### src/rtl/psram_arbiter_if.sv
// Request/response and PSRAM pin bundle for psram_arbiter.
// master: requesters plus the PSRAM read data; slave: the arbiter itself.
interface psram_arbiter_if;
  logic        rd_req;
  logic [22:0] rd_addr;
  logic        rd_gnt;
  logic        rd_valid;
  logic [15:0] rd_data;

  logic        wr_req;
  logic [22:0] wr_addr;
  logic [15:0] wr_data;
  logic        wr_gnt;
  logic        wr_done;

  logic [22:0] mem_addr;
  logic [15:0] mem_dq_out;
  logic        mem_dq_oe;
  logic [15:0] mem_dq_in;
  logic        mem_ce_n;
  logic        mem_oe_n;
  logic        mem_we_n;

  modport master (
    output rd_req, rd_addr, wr_req, wr_addr, wr_data, mem_dq_in,
    input  rd_gnt, rd_valid, rd_data, wr_gnt, wr_done,
    input  mem_addr, mem_dq_out, mem_dq_oe, mem_ce_n, mem_oe_n, mem_we_n
  );

  modport slave (
    input  rd_req, rd_addr, wr_req, wr_addr, wr_data, mem_dq_in,
    output rd_gnt, rd_valid, rd_data, wr_gnt, wr_done,
    output mem_addr, mem_dq_out, mem_dq_oe, mem_ce_n, mem_oe_n, mem_we_n
  );
endinterface

### src/rtl/psram_arbiter.sv
// Two-requester arbiter for a single asynchronous PSRAM port.
// Display reads win by default; a starvation counter forces a host write
// after STARVE_MAX consecutive reads granted while a write was waiting.
module psram_arbiter #(
  parameter int ACCESS_CYCLES  = 8,
  parameter int RECOVER_CYCLES = 1,
  parameter int STARVE_MAX     = 4
) (
  input  logic            clk,
  input  logic            reset,
  psram_arbiter_if.slave  bus
);

  localparam int CNT_TOP = (ACCESS_CYCLES > RECOVER_CYCLES) ? ACCESS_CYCLES : RECOVER_CYCLES;
  localparam int CW      = $clog2(CNT_TOP + 1);
  localparam int SW      = $clog2(STARVE_MAX + 1);

  typedef enum logic [1:0] {IDLE, READ, WRITE, RECOVER} state_t;

  state_t      state, state_n;
  logic [CW-1:0] cnt, cnt_n;
  logic [SW-1:0] starve, starve_n;

  logic        rd_gnt_q, rd_gnt_n;
  logic        rd_valid_q, rd_valid_n;
  logic [15:0] rd_data_q, rd_data_n;
  logic        wr_gnt_q, wr_gnt_n;
  logic        wr_done_q, wr_done_n;
  logic [22:0] addr_q, addr_n;
  logic [15:0] dqo_q, dqo_n;
  logic        dq_oe_q, dq_oe_n;
  logic        ce_n_q, ce_n_n;
  logic        oe_n_q, oe_n_n;
  logic        we_n_q, we_n_n;

  // State, counters and every output come straight from flops.
  always_ff @(posedge clk or posedge reset) begin
    if (reset) begin
      state      <= IDLE;
      cnt        <= '0;
      starve     <= '0;
      rd_gnt_q   <= 1'b0;
      rd_valid_q <= 1'b0;
      rd_data_q  <= '0;
      wr_gnt_q   <= 1'b0;
      wr_done_q  <= 1'b0;
      addr_q     <= '0;
      dqo_q      <= '0;
      dq_oe_q    <= 1'b0;
      ce_n_q     <= 1'b1;
      oe_n_q     <= 1'b1;
      we_n_q     <= 1'b1;
    end else begin
      state      <= state_n;
      cnt        <= cnt_n;
      starve     <= starve_n;
      rd_gnt_q   <= rd_gnt_n;
      rd_valid_q <= rd_valid_n;
      rd_data_q  <= rd_data_n;
      wr_gnt_q   <= wr_gnt_n;
      wr_done_q  <= wr_done_n;
      addr_q     <= addr_n;
      dqo_q      <= dqo_n;
      dq_oe_q    <= dq_oe_n;
      ce_n_q     <= ce_n_n;
      oe_n_q     <= oe_n_n;
      we_n_q     <= we_n_n;
    end
  end

  // Next state plus next value of each registered output.
  // The grant cycle is cnt=0 (address latched, strobes still idle); the
  // strobes for access cycle k are computed while cnt=k-1 so they land
  // registered, giving k=1..ACCESS_CYCLES after the grant pulse.
  always_comb begin
    state_n    = state;
    cnt_n      = cnt;
    starve_n   = starve;
    rd_gnt_n   = 1'b0;
    rd_valid_n = 1'b0;
    rd_data_n  = rd_data_q;
    wr_gnt_n   = 1'b0;
    wr_done_n  = 1'b0;
    addr_n     = addr_q;
    dqo_n      = dqo_q;
    dq_oe_n    = 1'b0;
    ce_n_n     = 1'b1;
    oe_n_n     = 1'b1;
    we_n_n     = 1'b1;

    case (state)
      IDLE: begin
        if (bus.rd_req && !(bus.wr_req && starve == SW'(STARVE_MAX))) begin
          state_n  = READ;
          cnt_n    = '0;
          rd_gnt_n = 1'b1;
          addr_n   = bus.rd_addr;
          if (bus.wr_req) starve_n = starve + SW'(1);
        end else if (bus.wr_req) begin
          state_n  = WRITE;
          cnt_n    = '0;
          wr_gnt_n = 1'b1;
          addr_n   = bus.wr_addr;
          dqo_n    = bus.wr_data;
          starve_n = '0;
        end
      end

      READ: begin
        if (cnt == CW'(ACCESS_CYCLES)) begin
          state_n    = RECOVER;
          cnt_n      = CW'(1);
          rd_data_n  = bus.mem_dq_in;
          rd_valid_n = 1'b1;
        end else begin
          cnt_n  = cnt + CW'(1);
          ce_n_n = 1'b0;
          oe_n_n = 1'b0;
        end
      end

      WRITE: begin
        if (cnt == CW'(ACCESS_CYCLES)) begin
          state_n   = RECOVER;
          cnt_n     = CW'(1);
          wr_done_n = 1'b1;
          dq_oe_n   = 1'b1;
        end else begin
          cnt_n   = cnt + CW'(1);
          ce_n_n  = 1'b0;
          dq_oe_n = 1'b1;
          we_n_n  = (cnt == '0);
        end
      end

      RECOVER: begin
        if (cnt == CW'(RECOVER_CYCLES)) begin
          state_n = IDLE;
        end else begin
          cnt_n = cnt + CW'(1);
        end
      end

      default: state_n = IDLE;
    endcase
  end

  assign bus.rd_gnt     = rd_gnt_q;
  assign bus.rd_valid   = rd_valid_q;
  assign bus.rd_data    = rd_data_q;
  assign bus.wr_gnt     = wr_gnt_q;
  assign bus.wr_done    = wr_done_q;
  assign bus.mem_addr   = addr_q;
  assign bus.mem_dq_out = dqo_q;
  assign bus.mem_dq_oe  = dq_oe_q;
  assign bus.mem_ce_n   = ce_n_q;
  assign bus.mem_oe_n   = oe_n_q;
  assign bus.mem_we_n   = we_n_q;

endmodule

### src/flat_wrapper.sv
// flat-port wrapper written by rule: the top's interface ports become plain ports
module psram_arbiter_flat 
#(
  parameter int ACCESS_CYCLES  = 8,
  parameter int RECOVER_CYCLES = 1,
  parameter int STARVE_MAX     = 4
)
  (clk, reset, bus_rd_req, bus_rd_addr, bus_wr_req, bus_wr_addr, bus_wr_data, bus_mem_dq_in, bus_rd_gnt, bus_rd_valid, bus_rd_data, bus_wr_gnt, bus_wr_done, bus_mem_addr, bus_mem_dq_out, bus_mem_dq_oe, bus_mem_ce_n, bus_mem_oe_n, bus_mem_we_n);
  psram_arbiter_if bus_i ();
  input  logic clk;
  input  logic reset;
  input wire logic [$bits(bus_i.rd_req)-1:0] bus_rd_req;
  input wire logic [$bits(bus_i.rd_addr)-1:0] bus_rd_addr;
  input wire logic [$bits(bus_i.wr_req)-1:0] bus_wr_req;
  input wire logic [$bits(bus_i.wr_addr)-1:0] bus_wr_addr;
  input wire logic [$bits(bus_i.wr_data)-1:0] bus_wr_data;
  input wire logic [$bits(bus_i.mem_dq_in)-1:0] bus_mem_dq_in;
  output wire logic [$bits(bus_i.rd_gnt)-1:0] bus_rd_gnt;
  output wire logic [$bits(bus_i.rd_valid)-1:0] bus_rd_valid;
  output wire logic [$bits(bus_i.rd_data)-1:0] bus_rd_data;
  output wire logic [$bits(bus_i.wr_gnt)-1:0] bus_wr_gnt;
  output wire logic [$bits(bus_i.wr_done)-1:0] bus_wr_done;
  output wire logic [$bits(bus_i.mem_addr)-1:0] bus_mem_addr;
  output wire logic [$bits(bus_i.mem_dq_out)-1:0] bus_mem_dq_out;
  output wire logic [$bits(bus_i.mem_dq_oe)-1:0] bus_mem_dq_oe;
  output wire logic [$bits(bus_i.mem_ce_n)-1:0] bus_mem_ce_n;
  output wire logic [$bits(bus_i.mem_oe_n)-1:0] bus_mem_oe_n;
  output wire logic [$bits(bus_i.mem_we_n)-1:0] bus_mem_we_n;
  assign bus_i.rd_req = bus_rd_req;
  assign bus_i.rd_addr = bus_rd_addr;
  assign bus_i.wr_req = bus_wr_req;
  assign bus_i.wr_addr = bus_wr_addr;
  assign bus_i.wr_data = bus_wr_data;
  assign bus_i.mem_dq_in = bus_mem_dq_in;
  assign bus_rd_gnt = bus_i.rd_gnt;
  assign bus_rd_valid = bus_i.rd_valid;
  assign bus_rd_data = bus_i.rd_data;
  assign bus_wr_gnt = bus_i.wr_gnt;
  assign bus_wr_done = bus_i.wr_done;
  assign bus_mem_addr = bus_i.mem_addr;
  assign bus_mem_dq_out = bus_i.mem_dq_out;
  assign bus_mem_dq_oe = bus_i.mem_dq_oe;
  assign bus_mem_ce_n = bus_i.mem_ce_n;
  assign bus_mem_oe_n = bus_i.mem_oe_n;
  assign bus_mem_we_n = bus_i.mem_we_n;
  psram_arbiter #(.ACCESS_CYCLES(ACCESS_CYCLES), .RECOVER_CYCLES(RECOVER_CYCLES), .STARVE_MAX(STARVE_MAX)) u_core (.clk(clk), .reset(reset), .bus(bus_i));
endmodule
### config.mk
export PLATFORM = sky130hd
export DESIGN_NAME = psram_arbiter_flat
export DESIGN_NICKNAME = d
export VERILOG_FILES = /design/src/rtl/psram_arbiter_if.sv /design/src/rtl/psram_arbiter.sv /design/src/flat_wrapper.sv
export SDC_FILE = /design/constraint.sdc
export NUM_CORES = 1
export LEC_CHECK = 0
export CORE_UTILIZATION = 42
export DETAILED_ROUTE_END_ITERATION = 12
export PLACE_DENSITY = 0.8
export SETUP_SLACK_MARGIN = 0.05
export SLEW_MARGIN = 30
export SYNTH_ARGS = -nofsm -noshare
export SYNTH_HDL_FRONTEND = slang
export SYNTH_SLANG_ARGS = --single-unit
### constraint.sdc
create_clock -name clk -period 3.6 [get_ports clk]
set_clock_uncertainty 0.05 [all_clocks]
set_input_delay 1.08 -clock clk [delete_from_list [all_inputs] [get_ports clk]]
set_output_delay 1.08 -clock clk [all_outputs]
set_load 0.03 [all_outputs]
# After elaboration in Yosys (flattened, before gate mapping)
# Index checks and enable logic that the tools add are counted.
dict set report word_totals {
  reg_bits 72
  latchBits 0
  mem_bits_rw 0
  romBits 0
  input_bits 82
  out_inout_bits 63
  word_cells 68
  n_memories 0
}
dict set report classes {
  addsub 2
  n_mul 0
  div 0
  magnitude_cmp 0
  n_eq_ne 10
  n_shift 0
  mux 28
  n_bitwise 1
  reduce_logical 13
}
# op count
set ops {}
lappend ops {{two-way mux 23 bit} 2}
lappend ops {{two-way mux 4 bit} 4}
lappend ops {{two-way mux 1 bit} 13}
lappend ops {{one-hot mux 4 bit (3 select lines)} 1}
lappend ops {{two-way mux 3 bit} 3}
lappend ops {{two-way mux 2 bit} 4}
lappend ops {{AND reduction 2 bit} 4}
lappend ops {{one-hot mux 2 bit (3 select lines)} 1}
lappend ops {{AND reduction 3 bit} 2}
lappend ops {{adder 4 x 1 -> 4 bit (second input constant)} 1}
lappend ops {{equality test 2 bit (second input constant)} 2}
lappend ops {{equality test 4 x 1 -> 1 bit (second input constant)} 1}
lappend ops {{equality test 4 bit (second input constant)} 1}
lappend ops {{zero test 4 bit} 1}
lappend ops {{inequality test 2 x 1 -> 1 bit (second input constant)} 2}
lappend ops {{adder 3 x 1 -> 3 bit (second input constant)} 1}
lappend ops {{equality test 3 bit (second input constant)} 1}
lappend ops {{inequality test 3 x 2 -> 1 bit (second input constant)} 1}
lappend ops {{equality test 2 x 1 -> 1 bit (second input constant)} 1}
lappend ops {{logical AND 1 bit} 2}
lappend ops {{zero test 2 bit} 1}
lappend ops {{inequality test 2 bit (second input constant)} 1}
lappend ops {{nonzero test 2 bit} 1}
lappend ops {{OR reduction 2 bit} 1}
lappend ops {{2 further kinds} 2}

# Logic depth before layout (Yosys ltp)
# Gate-level depths: netlist (run 1).
dict set report logic_depth {
  depth_word 6
  ltp_mapped 7
  ltp_nobuf 5
}

# Worst setup path before layout (run 1)
# OpenSTA, ideal clock, no wires.
dict set report synth_path {
  path_kind {input -> register}
  start {in bus_wr_req}
  end {reg u_core.dqo_q[0] (netlist: u_core.bus.mem_dq_out[0])}
  setup_ns 0.125
  t_arrival_ns 2.146
  path_slack_ns 1.279
  path_stages 5
  path_buffers 2
  cell_sequence {buf_2 > nand2_1 > a21oi_4 > buf_4 > mux2_2}
}
dict set report synth_between {
  elab_chain_cells 5
}
# item line_no
set synth_lines {}
lappend synth_lines {{from (decl)} flat_wrapper.sv:14} ;# input wire logic [$bits(bus_i.wr_req)-1:0] bus_wr_req;
lappend synth_lines {{logical AND 1 bit} psram_arbiter.sv:93} ;# if (bus.rd_req && !(bus.wr_req && starve == SW'(STARVE_MAX))) begin
lappend synth_lines {{zero test 1 bit} psram_arbiter.sv:93}
lappend synth_lines {{logical AND 1 bit} psram_arbiter.sv:93}
lappend synth_lines {{inverter 1 bit (no line)} n/a}
lappend synth_lines {{AND reduction 3 bit (no line) (*)} n/a}
lappend synth_lines {{to (signal assigned)} psram_arbiter.sv:63} ;# dqo_q <= dqo_n;
lappend synth_lines {{to (decl)} psram_arbiter.sv:30} ;# logic [15:0] dqo_q, dqo_n;
# Mark *: on every way between the ends. The rest lies on a longest branch, timed or not.
# A chain may end at the register's enable or synchronous reset.

# Worst setup path in the final report (run 1)
dict set report layout_path {
  start {in bus_wr_req}
  end {reg u_core.dqo_q[13] (netlist: u_core.bus.mem_dq_out[13])}
}
# Same word-level chain as after synthesis.

==> results of run 1 <==
-- area by class of cell --
class	instances	area (µm²)	share of cell area (%)
multi-input cells	187	1360	26.9
clock inverters	5	81.3	1.61
clock buffers	11	131	2.60
inverters	11	41.3	0.818
repair buffers	151	1510	29.8
flip-flops and latches	72	1810	35.8
well taps	99	124	2.45
-- path summary, 6_finish.rpt --
path / start / cells past startpoint / endpoint / slack, ns
min: u_core.bus.mem_addr[21] / 2 / u_core.bus.mem_addr[21] / 0.45
min reg2reg: u_core.bus.mem_addr[21] / 2 / u_core.bus.mem_addr[21] / 0.45
max reg2reg: u_core.state[1] / 5 / u_core.bus.mem_dq_out[13] / 1.06
max in group asynchronous: reset / 3 / u_core.bus.mem_addr[1] / 1.72
min in group asynchronous: reset / 2 / u_core.bus.rd_data[10] / 1.11
max: bus_wr_req / 4 / u_core.bus.mem_dq_out[13] / 0.76
-- metrics by stage --
stage | hold WS, ns | total power [mW] | cells
final | 0.449 | 4.02 | 536
after global routing | 0.471 | 4.26 | 536
after CTS | 0.456 | 4.06 | 536
after detailed placement | 0.439 | 3.36 | 520
after global placement | 0.430 | 3.30 | 520
after floorplan | 0.425 | 2.54 | 290
-- logic make-up (layout without fill, tap and decap cells) --
kind of cell / count (synthesis) / in the layout / synth area share (%)
fa+ha+maj: 10 / 10 / 3.81
mux: 36 / 36 / 12.2
xor+xnor: 1 / 1 / 0.267
flops: 72 / 72 / 54.9
buf+inv: 31 / 178 / 4.07
simple gates: 100 / 100 / 15.3
compound gates: 40 / 40 / 9.36
-- cells in the final DEF (no fill, tap or decap), types with 3 or more instances in the layout --
cell type	count
nand2_1	53
clkdlybuf4s50_1	144
nand4_1	24
o21ai_0	3
mux2i_1	3
mux2_2	32
o211ai_1	23
dfrtp_1	69
a31oi_1	4
clkbuf_8	9
buf_4	6
nand3_1	4
ha_1	10
nor2_1	3
inv_1	10
dfstp_2	3
-- cell usage after synthesis, drive strengths merged --
cell    count
a31o        1
inv        11
nor3b       1
and3        1
a41oi       1
o211ai     23
o221ai      1
nor2        3
mux2       33
or4bb       1
o31ai       2
o21ba       1
nand3       5
nand2      54
or3b        1
mux2i       3
nand4      24
o21a        1
nor2b       2
or2         1
o21ai       4
dfstp       3
xor2        1
nand3b      1
clkbuf      9
buf        11
nor4bb      2
a21oi       1
and3b       1
ha         10
dfrtp      69
and2        2
a221oi      1
a31oi       4
nand2b      1
-- sequential cells by signal, summed over array words and instances (netlist names) --
name                   count
u_core.bus.mem_oe_n        1
u_core.bus.wr_done         1
u_core.bus.mem_dq_oe       1
u_core.bus.mem_ce_n        1
u_core.bus.mem_dq_out     16
u_core.bus.mem_we_n        1
u_core.bus.rd_valid        1
u_core.cnt                 4
u_core.starve              3
u_core.bus.rd_gnt          1
u_core.bus.mem_addr       23
u_core.bus.wr_gnt          1
u_core.state               2
u_core.bus.rd_data        16
-- power breakdown --
| group | internal (mW) | switching (mW) | leakage, nW | total [mW] |
|---|---|---|---|---|
| logic | 0.891 | 1.16 | 1.10 | 2.05 |
| clock network | 0.391 | 0.292 | 0.104 | 0.683 |
| registers | 1.12 | 0.170 | 0.875 | 1.29 |
-- routing by layer --
| metal | routed length [µm] | up-vias | track usage, % |
|---|---|---|---|
| met4 | 127 | 0 | 8.87 |
| met2 | 4340 | 145 | 37.5 |
| met5 | 0 | - | 0 |
| met1 | 3570 | 1378 | 28.2 |
| li1 | - | 1317 | - |
| met3 | 548 | 10 | 4.46 |
-- critical path, stage by stage --
cell and delay (ns):
clkdlybuf4s50_1 0.73, nand2_1 0.22, a21oi_4 0.56, mux2_2 0.41
==> metrics.cfg, run 1 <==
[timing]
slew-limit-headroom_pct=55.9
worstMarginPinSlew_ns=0.661
setup_ws_ns=0.758
rsz0062_at_grt=false
max_freq_ghz=0.352
setup_tns_ns=0
period_minus_slack_ns=2.84
finalHoldViolations=0
drv_slew=0
finalSetupViolations=0
period_share_pct=79.0

[synth]
yosys-top-cells-area=dfrtp_1 (53%), mux2_2 (11%), nand2_1 (6.1%)
synth_top_cell_area_share_pct=52.5
ys_ff_latch=72
syn_avg_cell_area_um2=11.3
ys_warn_count=0
yosysTopAreaCell=dfrtp_1
mappedNetlistArea_um2=3290
synth_cells=290
ys_seq_area_share_pct=54.9
synthDistinctLibCells=42
synth_fp_nets=382

[clocking]
hold_buffers=0
worstSkewPairLatency_ns=0.33
clockBufferDepth=2
post-cts-setup-buffers=0
cts_made_buffers=9
cts-root-buf=clkbuf_8
path_clk_slew_ns=0.08
cts_resized=0
cts_tree=yes
htreeDepth=3
clock_sinks=72

[flow_run]
cap_violations=0

[placement]
hpwl_um=6320
preCtsSetupSlack_ns=0.456
placed_area_um2=4830
io_buffer_count=144
gp_congestion=0.751

[floorplan]
rows=31
ios=145
fp.dieH_um=90.5
initial_core_util_pct=44.4
core_area_um2=7410
dieArea_um2=8180
die_x_um=90.5

[worst_setup_path]
crit_path_end_kind=flip-flop
arrival_ns=3.01
critPathKind=in -> reg
startpoint_type=primary input
required_ns=3.77
crit_fanout=18

[worst_hold_path]
min_path_type=reg -> reg

[detailed_routing]
drt-total-wl_um=8580
route.detailed.drc=0
via_per_inst=5.32
dr_total_vias=2850
drtIter0Drc=116
drtAntennaViolNets=0
routedWlPerCell_um=16.0
dr.pass1.iters=4

[outcome]
status=finished, final reports clean

[grt]
antenna_found_initial=0
grt_usage_pct=22.3
grt_max_degree=44
grt_pass1_wl_um=14200
grt_pass1_vias=2825
grt_overflow=0

[power]
ir_worst_vdd_v=0.000455
powerDensity_nw_per_um2=797
p_leak_nw=2.08

[finish]
fin_util_pct=68.1
n_antenna_cell=0
nets=524
final_area_um2=5050
syn_to_final_growth_pct=53.6
drive_gt1_share_pct=14.9
nFillCells=555

Power figures use the tool's default switching activity.
==> run 2, diff against run 1 <==
--- a/config.mk
+++ b/config.mk
@@ -5,9 +5,9 @@
 export SDC_FILE = /design/constraint.sdc
 export NUM_CORES = 1
 export LEC_CHECK = 0
-export CORE_UTILIZATION = 42
+export CORE_UTILIZATION = 38
 export DETAILED_ROUTE_END_ITERATION = 12
-export PLACE_DENSITY = 0.8
+export PLACE_DENSITY = 0.77
 export SETUP_SLACK_MARGIN = 0.05
 export SLEW_MARGIN = 30
 export SYNTH_ARGS = -nofsm -noshare
==> constraint.sdc (replaced) <==
create_clock -name clk -period 2.6 [get_ports clk]
set_clock_uncertainty 0.05 [all_clocks]
set_input_delay 0.78 -clock clk [delete_from_list [all_inputs] [get_ports clk]]
set_output_delay 0.78 -clock clk [all_outputs]
set_load 0.03 [all_outputs]
==> metrics.cfg, run 2 (synthesized netlist as in run 1, its figures left out) <==
[outcome]
status=finished, final reports clean

[worst_setup_path]
crit_fanout=1
arrival_ns=1.54
startpoint_type=flip-flop
worst-path-buf-inv=1
crit_path_cell_trace=clkdlybuf4s50_1
rr_startpoint=u_core.cnt[1]
r2r_end=u_core.state[1]
rr_worst_depth=5
crit_family=buffers and inverters
required_ns=1.77
reg2reg_slack_ns=0.68
max_stage_delay_ns=0.68
critPathKind=reg -> out
crit_path_end_kind=output port
cp-startpoint=u_core.bus.mem_ce_n
slowest_stage=clkdlybuf4s50_1

[clocking]
path_clk_slew_ns=0.08
cts_resized=0
clock_sinks=72
post-cts-setup-buffers=0
htreeDepth=3
hold_buffers=0
worstSkewPairLatency_ns=0.34
cts-root-buf=clkbuf_8
clockBufferDepth=2
cts_tree=yes
cts_made_buffers=9

[worst_hold_path]
min_path_type=reg -> reg
min_to=u_core.bus.mem_addr[0]
hold_start=u_core.bus.mem_addr[0]
min_path_cells=2

[finish]
drive_gt1_share_pct=16.4
layout_commonest_cell=clkdlybuf4s50_1
final_cell_mix=clkdlybuf4s50_1 (144), dfrtp_1 (69), nand2_1 (53)
multi_input_area_um2=1350
largest_reg_flops=23
register_area_um2=1810
syn_to_final_growth_pct=54.9
n_antenna_cell=0
nFillCells=697
nets=531

[timing]
setup_ws_ns=0.230
max_freq_ghz=0.422
rsz0062_at_grt=false
period_share_pct=91.1
slew-limit-headroom_pct=73.6
period_minus_slack_ns=2.37
worstMarginPinSlew_ns=0.395
drv_slew=0
finalHoldViolations=0
setup_tns_ns=0
finalSetupViolations=0

[grt]
grt_pass1_vias=2629
grt_overflow=0
grt_max_degree=73
grt_usage_pct=18.9
grt_pass1_wl_um=13000
antenna_found_initial=0

[detailed_routing]
drtAntennaViolNets=0
drt-total-wl_um=8360
route.detailed.drc=0
dr_total_vias=2790
dr.pass1.iters=4
drtIter0Drc=145
via_per_inst=5.08
routedWlPerCell_um=15.2

[flow_run]
cap_violations=0

[placement]
io_buffer_count=144
gp_congestion=0.779
preCtsSetupSlack_ns=0.236
hpwl_um=6030

[floorplan]
ios=145
fp.dieH_um=95.0
initial_core_util_pct=39.6
die_x_um=95.0
core_area_um2=8300
rows=33
dieArea_um2=9030

[power]
ir_worst_vdd_v=0.000538
p_leak_nw=2.10
powerDensity_nw_per_um2=1080

==> run 2: routing by layer <==
| layer | global-route usage, % | part of all wire (%) | up-vias |
|---|---|---|---|
| met5 | 0 | 0 | - |
| met4 | 6.06 | 1.6 | 0 |
| met3 | 5.07 | 7.0 | 11 |
| met2 | 30.2 | 47 | 114 |
| met1 | 24.7 | 44 | 1338 |
| li1 | - | - | 1327 |
==> run 2: cell type report <==
class                           instances  share of cell area (%)
Timing Repair Buffer                  158                    30.6
Clock buffer                           11                    2.78
Tap cell                              105                    2.58
Sequential cell                        72                    35.5
Multi-Input combinational cell        187                    26.5
Clock inverter                          5                    1.13
Inverter                               11                   0.885
==> run 2: how the worst max path moves through the flow <==
stage	end	cells after the start
global route	bus_mem_ce_n	1
CTS	bus_mem_ce_n	1
detailed placement	u_core.bus.mem_addr[4]	5
global placement	u_core.state[1]	4
finish	bus_mem_ce_n	1
floorplan	u_core.bus.mem_dq_out[0]	5
==> run 2: power breakdown <==
part | internal (mW) | total, mW | switching, mW | leakage [nW]
clock | 0.468 | 0.878 | 0.411 | 0.0916
sequential | 1.55 | 1.80 | 0.246 | 0.875
combinational | 1.25 | 2.84 | 1.59 | 1.13
total | 3.27 | 5.52 | 2.24 | 2.10
==> run 2: metrics by stage <==
step | hold WS [ns] | power, mW | cells | utilization (%) | area (µm²)
after floorplan | 0.425 | 3.51 | 290 | - | 3290
after global placement | 0.427 | 4.59 | 533 | 58.9 | 4890
after detailed placement | 0.436 | 4.67 | 533 | 58.9 | 4890
after CTS | 0.452 | 5.57 | 549 | 61.3 | 5090
after global routing | 0.469 | 5.87 | 549 | 61.3 | 5090
final | 0.443 | 5.52 | 549 | 61.3 | 5090
==> run 3, diff against run 2 <==
--- a/config.mk
+++ b/config.mk
@@ -5,10 +5,11 @@
 export SDC_FILE = /design/constraint.sdc
 export NUM_CORES = 1
 export LEC_CHECK = 0
+export CORE_MARGIN = 2
 export CORE_UTILIZATION = 38
 export DETAILED_ROUTE_END_ITERATION = 12
 export PLACE_DENSITY = 0.77
-export SETUP_SLACK_MARGIN = 0.05
+export SETUP_SLACK_MARGIN = 0.1
 export SLEW_MARGIN = 30
 export SYNTH_ARGS = -nofsm -noshare
 export SYNTH_HDL_FRONTEND = slang
==> metrics.cfg, run 3 (synthesized netlist as in run 1, its figures left out) <==
[outcome]
status=finished, final reports clean

[worst_setup_path]
reg2reg_slack_ns=0.71
required_ns=1.77
arrival_ns=1.54
slowest_stage=clkdlybuf4s50_1
max_stage_delay_ns=0.67
crit_path_end_kind=output port
crit_fanout=1
r2r_end=u_core.bus.rd_data[14]
critPathKind=reg -> out
crit_family=buffers and inverters
rr_startpoint=u_core.cnt[0]
startpoint_type=flip-flop
rr_worst_depth=5
worst-path-buf-inv=1
crit_path_cell_trace=clkdlybuf4s50_1

[placement]
placed_cells=531
preCtsSetupSlack_ns=-0.0356
gp_congestion=0.784
io_buffer_count=144
hpwl_um=6240

[power]
ir_worst_vdd_v=0.000542
powerDensity_nw_per_um2=1100
p_leak_nw=2.12

[worst_hold_path]
min_path_cells=2
hold_start=u_core.bus.mem_addr[14]
min_to=u_core.bus.mem_addr[14]
min_path_type=reg -> reg

[finish]
fin_util_pct=61.7
n_antenna_cell=0
nets=529
largest_reg_flops=23
layout_commonest_cell=clkdlybuf4s50_1
stdcell_count=547
syn_to_final_growth_pct=55.9
final_cell_mix=clkdlybuf4s50_1 (144), dfrtp_1 (69), nand2_1 (53)
drive_gt1_share_pct=16.3

[grt]
grt_pass1_vias=2803
busiest_layer=met2
use_met3_pct=7.15
grt_max_degree=28
met1_usage_pct=23.2
grt_util_met2_pct=28.8
antenna_found_initial=0
grt_usage_pct=17.9
grt_pass1_wl_um=13700
grt_overflow=0

[clocking]
cts_made_buffers=9
cts_tree=yes
cts-root-buf=clkbuf_8
cts_resized=0
clock_sinks=72
path_clk_slew_ns=0.09
worstSkewPairLatency_ns=0.35
clockBufferDepth=2
post-cts-setup-buffers=0
htreeDepth=3
hold_buffers=0

[detailed_routing]
via_per_inst=5.09
drt-total-wl_um=8460
routedWlPerCell_um=15.5
drtIter0Drc=152
drtAntennaViolNets=0
dr.pass1.iters=4
route.detailed.drc=0
dr_total_vias=2783

[floorplan]
ios=145
fp.dieH_um=97.0
core_area_um2=8300
rows=33
die_x_um=97.0
dieArea_um2=9410
initial_core_util_pct=39.6

[timing]
drv_slew=0
worstMarginPinSlew_ns=0.858
finalSetupViolations=0
whs_ns=0.451
slew-limit-headroom_pct=42.8
max_freq_ghz=0.422
period_share_pct=91.1
setup_ws_ns=0.231
period_minus_slack_ns=2.37
rsz0062_at_grt=false
finalHoldViolations=0

[flow_run]
cap_violations=0

run 3: worst min-delay path: cells and delay by family, from the launching register on:
kind | cells | cell delay, ns
flip-flops | 1 | 0.35
AND/OR/NAND/NOR | 1 | 0.05
AO/OA/AOI/OAI | 1 | 0.07
run 3: area by class of cell:
type,count,area [µm²]
timing repair buffer,156,1560
tap,105,131
clock inverter,7,103
inverter,11,45.0
sequential,72,1810
multi-input combinational,187,1360
clock buffer,9,124
fill,702,3180
run 3: power breakdown:
group,total (mW),leakage [nW],switching [mW],internal (mW)
sequential,1.79,0.875,0.243,1.55
clock,0.995,0.116,0.442,0.553
combinational,2.83,1.13,1.58,1.25
total,5.62,2.12,2.27,3.35
run 3: routing by layer:
metal  vias to the layer above  wire [µm]  part of all wire [%]
met5                         -          0                     0
met4                         0         85                   1.0
met3                         7        734                   8.7
met2                       127       4060                    48
met1                      1323       3580                    42
li1                       1326          -                     -
run 3: worst max path at each step:
stage / endpoint / cells after the start / start
6_report: bus_mem_oe_n / 1 / u_core.bus.mem_oe_n
2_1_floorplan: u_core.bus.mem_dq_out[0] / 5 / bus_wr_req
4_1_cts: bus_mem_ce_n / 1 / u_core.bus.mem_ce_n
5_1_grt: u_core.bus.mem_addr[20] / 3 / bus_rd_req
3_3_place_gp: u_core.bus.mem_addr[14] / 3 / bus_rd_req
3_5_place_dp: u_core.bus.mem_addr[20] / 3 / bus_rd_req
run 3: metrics by stage:
| step | power, mW | setup TNS (ns) | area, µm² |
|---|---|---|---|
| final | 5.62 | 0 | 5120 |
| after global routing | 5.97 | 0 | 5120 |
| after CTS | 5.68 | 0 | 5120 |
| after detailed placement | 4.66 | -0.374 | 4890 |
| after global placement | 4.58 | 0 | 4890 |
| after floorplan | 3.51 | 0 | 3290 |
